$ cat config.mk
export PLATFORM = sky130hd
export DESIGN_NAME = alu_issue_ctrl
export DESIGN_NICKNAME = d
export VERILOG_FILES = /design/src/rtl/alu_issue_ctrl.sv
export SDC_FILE = /design/constraint.sdc
export NUM_CORES = 1
export LEC_CHECK = 0
export BUFFER_PORTS_ARGS = -buffer_cell sky130_fd_sc_hd__buf_2
export CORE_MARGIN = 2
export CORE_UTILIZATION = 50
export CTS_BUF_LIST = sky130_fd_sc_hd__clkbuf_2
export CTS_CLUSTER_SIZE = 40
export DETAILED_ROUTE_END_ITERATION = 8
export PLACE_DENSITY = 0.83
export RECOVER_POWER = 25
export SLEW_MARGIN = 20
export SYNTH_ARGS = -nofsm -noshare
export SYNTH_HDL_FRONTEND = slang
export SYNTH_SLANG_ARGS = --single-unit
$ cat constraint.sdc
create_clock -name CLK -period 1.8 [get_ports CLK]
set_input_delay 0.27 -clock CLK [delete_from_list [all_inputs] [get_ports CLK]]
set_output_delay 0.27 -clock CLK [all_outputs]
set_load 0.02 [all_outputs]
$ cat src/rtl/alu_issue_ctrl.sv
// Issue/writeback controller for the 8-bit ALU with a two-stage in-flight scoreboard and RAW-hazard stall.
// Optional macro ALU_ISSUE_FWD_EN forwards the S2 result to a new op instead of stalling on it.
module alu_issue_ctrl #(
    parameter int                 DATA_W = 8,
    parameter logic [DATA_W-1:0]  RST_A  = '0,
    parameter logic [DATA_W-1:0]  RST_B  = '0
) (
    input  logic              CLK,
    input  logic              RESETN,
    input  logic              REQ_VALID,
    output logic              REQ_READY,
    input  logic [7:0]        REQ_INSTR,
    input  logic [7:0]        REQ_IMM,
    input  logic              REQ_WB,
    input  logic              REQ_DST,
    input  logic              LD_EN,
    input  logic              LD_SEL,
    input  logic [DATA_W-1:0] LD_DATA,
    output logic [DATA_W-1:0] ALU_IN_A,
    output logic [DATA_W-1:0] ALU_IN_B,
    output logic [7:0]        ALU_IMM,
    output logic [7:0]        ALU_INSTRUCT,
    input  logic [DATA_W-1:0] ALU_RESULT,
    output logic              RES_VALID,
    output logic [DATA_W-1:0] RES_DATA,
    output logic [DATA_W-1:0] REG_A,
    output logic [DATA_W-1:0] REG_B,
    output logic              BUSY
);

    logic              s1_valid, s1_wb, s1_dst;
    logic              s2_valid, s2_wb, s2_dst;
    logic              s2_wb_a, s2_wb_b;
    logic              accept;
    logic [DATA_W-1:0] issue_a, issue_b;

    assign s2_wb_a = s2_valid & s2_wb & ~s2_dst;
    assign s2_wb_b = s2_valid & s2_wb &  s2_dst;

`ifdef ALU_ISSUE_FWD_EN
    // The S2 result is on ALU_RESULT this cycle, so only an S1 writeback still blocks issue.
    assign REQ_READY = RESETN & ~(s1_valid & s1_wb);
    assign issue_a   = s2_wb_a ? ALU_RESULT : REG_A;
    assign issue_b   = s2_wb_b ? ALU_RESULT : REG_B;
`else
    assign REQ_READY = RESETN & ~(s1_valid & s1_wb) & ~(s2_valid & s2_wb);
    assign issue_a   = REG_A;
    assign issue_b   = REG_B;
`endif

    assign accept = REQ_VALID & REQ_READY;
    assign BUSY   = s1_valid | s2_valid;

    always_ff @(posedge CLK) begin
        if (!RESETN) begin
            s1_valid     <= 1'b0;
            s1_wb        <= 1'b0;
            s1_dst       <= 1'b0;
            s2_valid     <= 1'b0;
            s2_wb        <= 1'b0;
            s2_dst       <= 1'b0;
            ALU_IN_A     <= '0;
            ALU_IN_B     <= '0;
            ALU_IMM      <= '0;
            ALU_INSTRUCT <= '0;
            RES_VALID    <= 1'b0;
            RES_DATA     <= '0;
            REG_A        <= RST_A;
            REG_B        <= RST_B;
        end else begin
            s1_valid <= accept;
            if (accept) begin
                s1_wb        <= REQ_WB;
                s1_dst       <= REQ_DST;
                ALU_IN_A     <= issue_a;
                ALU_IN_B     <= issue_b;
                ALU_IMM      <= REQ_IMM;
                ALU_INSTRUCT <= REQ_INSTR;
            end

            s2_valid  <= s1_valid;
            s2_wb     <= s1_wb;
            s2_dst    <= s1_dst;

            RES_VALID <= s2_valid;
            if (s2_valid) begin
                RES_DATA <= ALU_RESULT;
            end

            // A host load at the same edge as a writeback to the same register takes priority.
            if (LD_EN && !LD_SEL) begin
                REG_A <= LD_DATA;
            end else if (s2_wb_a) begin
                REG_A <= ALU_RESULT;
            end

            if (LD_EN && LD_SEL) begin
                REG_B <= LD_DATA;
            end else if (s2_wb_b) begin
                REG_B <= ALU_RESULT;
            end
        end
    end

endmodule

==> impl_metrics.yaml <==
placement:
  port_buffers: 97
  dpl.hpwl_um: 4380
  gp_congestion: 0.731
  dp_cells: 429
  place_area_mm2: 0.00297
final_layout:
  num_antenna_cells: 0
  fillers: 447
  drive_gt1_share_pct: 29.8
  layoutNonFillerInstCount: 453
  design_area_mm2: 0.00310
  finalNetCount: 422
  syn2layout_area_growth_pct: 24.7
drt:
  drc_errors: 0
  drt-total-wl_um: 6570
  routed_via_density: 5.35
  antenna_left: 0
  dr.pass1.iters: 4
  vias: 2424
  drt_iter0_drc: 185
  wl_per_cell_um: 14.5
timing:
  max_freq_ghz: 0.575
  rsz0062_at_grt: "false"
  slew_violations: 0
  finalHoldViolCount: 0
  setup_viol: 0
  hold_ws_ns: 0.0133
  worst_slew_pin_slew_ns: 0.516
  finalClockSkew_ns: 0.0185
  fin_tns_setup_ns: 0
  maxSlewHeadroom_pct: 65.6
  period_needed_ns: 1.74
  min_period_over_period_pct: 96.6
floorplanning:
  std_cell_rows: 25
  coreArea_mm2: 0.00475
  io_pins: 98
  initial_core_util_pct: 52.3
  die_area_mm2: 0.00556
  die_y_um: 74.6
  die_x_um: 74.6
synth:
  synth_ff_type: "dfxtp_1"
  yosys_warnings: 0
  synth-edff-count: 0
  seq_area_frac_synth_pct: 50.7
  async_flop_share_pct: 0
  synth_cell_types: 23
  synthCells: 284
  syn-mean-instance-area_um2: 8.76
  ys_ff_latch: 63
  synth_nets: 323
  netlist_area_mm2: 0.00249
power:
  power_frac_comb_pct: 16.4
  p_sw_share_pct: 30.8
  internal_power_mw: 1.79
  p_clk_share_pct: 24.5
  powerDensity_mw_per_mm2: 835
  p_leak_nw: 1.32
  peakVddDrop_uv: 512
  p_sw_mw: 0.797
  totalPowerFinal_mw: 2.59
  seqPwrFrac_pct: 59.1
critical_path:
  required_ns: 1.53
  endpoint_kind: "primary output"
  path_cells: "buf_4, or2_2, buf_2"
  crit_fanout: 14
  max_stage_delay_ns: 0.34
  critPathBufInv: 2
  critPathLaunchType: "flip-flop"
  crit_type: "reg2out"
  crit_family: "buffers and inverters"
  slowest_stage: "dfxtp_1"
  crit_arrival_ns: 1.47
hold_path:
  hold_class: "in2reg"
clocking:
  clock_path_buffers: 2
  cts_buffers: 9
  clkSlewWorstSetupHoldPaths_ns: 0.16
  cts_tree: "yes"
  clk_latency_ns: 0.48
  clock_sinks: 63
  h-tree-depth: 3
  cts-root-buf: "clkbuf_2"
grt:
  overflow: 0
  track_usage_pct: 23.5
  antenna_found_initial: 0
  grt_max_degree: 49
  grt_pass1_wl_um: 9820
  grt_pass1_vias: 2038
job:
  max-cap-violations: 0
outcome:
  status: "finished clean"
==> per-stage QoR <==
step	worst slack [ns]	util [%]
3_3_place_gp	0.312	62.4
3_5_place_dp	0.246	62.4
2_1_floorplan	0.495	-
5_1_grt	0.00533	65.3
6_report	0.0609	65.3
4_1_cts	0.0115	65.3
==> kinds of logic (layout without fill, tap and decap cells) <==
| logic type | count (synthesis) | after routing | share of synthesized area [%] |
|---|---|---|---|
| buf+inv | 27 | 129 | 6.03 |
| simple gates | 120 | 120 | 23.8 |
| flops | 63 | 63 | 50.7 |
| mux | 10 | 10 | 4.42 |
| compound gates | 64 | 64 | 15.0 |
==> area by class of cell <==
type | instances | area (um^2) | area share, %
Sequential cell | 63 | 1260 | 40.7
Clock inverter | 4 | 15.0 | 0.484
Tap cell | 67 | 83.8 | 2.70
Multi-Input combinational cell | 194 | 1060 | 34.3
Clock buffer | 10 | 50.0 | 1.61
Timing Repair Buffer | 115 | 627 | 20.2
==> state kept, by name (all words and copies together) (netlist names), 8 cells and up <==
| register | cells |
|---|---|
| ALU_IMM | 8 |
| ALU_INSTRUCT | 8 |
| ALU_IN_A | 8 |
| ALU_IN_B | 8 |
| REG_A | 8 |
| REG_B | 8 |
| RES_DATA | 8 |
==> per-layer routing <==
metal / global-route usage [%] / wire length, um / part of all wire [%] / vias up
met1: 32.8 / 2920 / 44 / 1097
met5: 0 / 0 / 0 / -
met4: 13.5 / 174 / 2.7 / 0
met3: 5.42 / 498 / 7.6 / 18
met2: 33.1 / 2970 / 45 / 110
li1: - / - / - / 1199
==> cell usage after synthesis, types with 4 or more instances <==
master,count,share of area [%]
a31oi_1,16,4.0
nor2b_1,8,2.0
and2_1,4,1.0
clkbuf_1,17,2.6
nand4_1,32,8.0
buf_6,6,2.7
o21ai_2,9,3.2
mux2i_1,8,3.2
nand2_1,67,10
dfxtp_1,63,51
o21ai_0,19,3.8
o21ai_1,20,4.0
==> final timing paths <==
path | from | end | slack [ns] | depth (start not counted)
hold / removal | REQ_INSTR[4] | ALU_INSTRUCT[4] | 0.01 | 3
setup / recovery | s2_valid | BUSY | 0.06 | 3
hold reg to reg | ALU_IN_A[7] | ALU_IN_A[7] | 0.45 | 2
setup reg to reg | s1_valid | ALU_IMM[4] | 0.39 | 4
==> power groups by stage <==
| stage | registers [mW] | logic [mW] | clock network [mW] |
|---|---|---|---|
| detailed placement | 1.56 | 0.419 | 0 |
| floorplan | 1.64 | 0.179 | 0 |
| global placement | 1.56 | 0.410 | 0 |
| global route | 1.54 | 0.466 | 0.683 |
| CTS | 1.53 | 0.431 | 0.637 |
| finish | 1.53 | 0.426 | 0.634 |
==> placed cells by master (no fill, tap or decap), drive strengths merged <==
cell type,count
dlygate4sd3,7
mux2,2
or2,1
mux2i,8
nand2,67
and3b,1
nand4,32
o21ai,48
and2,5
nand3,1
dfxtp,63
buf,93
nor2b,8
and3,3
clkinv,4
a31oi,16
nand3b,1
nand2b,1
clkbuf,25
==> timing repair <==
action                                 in CTS  in global routing
gates resized for setup                     1                  3
buffers inserted                            0                  3
hold buffers                                7                  0
setup endpoints to repair                   1                  1
endpoints found under the hold margin       7                  0
==> worst register-to-register path: cells and delay by family (launching register included) <==
family | cells | cell delay [ns]
AO/OA/AOI/OAI | 1 | 0.17
buffers and inverters | 1 | 0.38
flip-flops | 1 | 0.36
AND/OR/NAND/NOR | 2 | 0.36
Note: power is estimated with default switching activity, not from simulation.
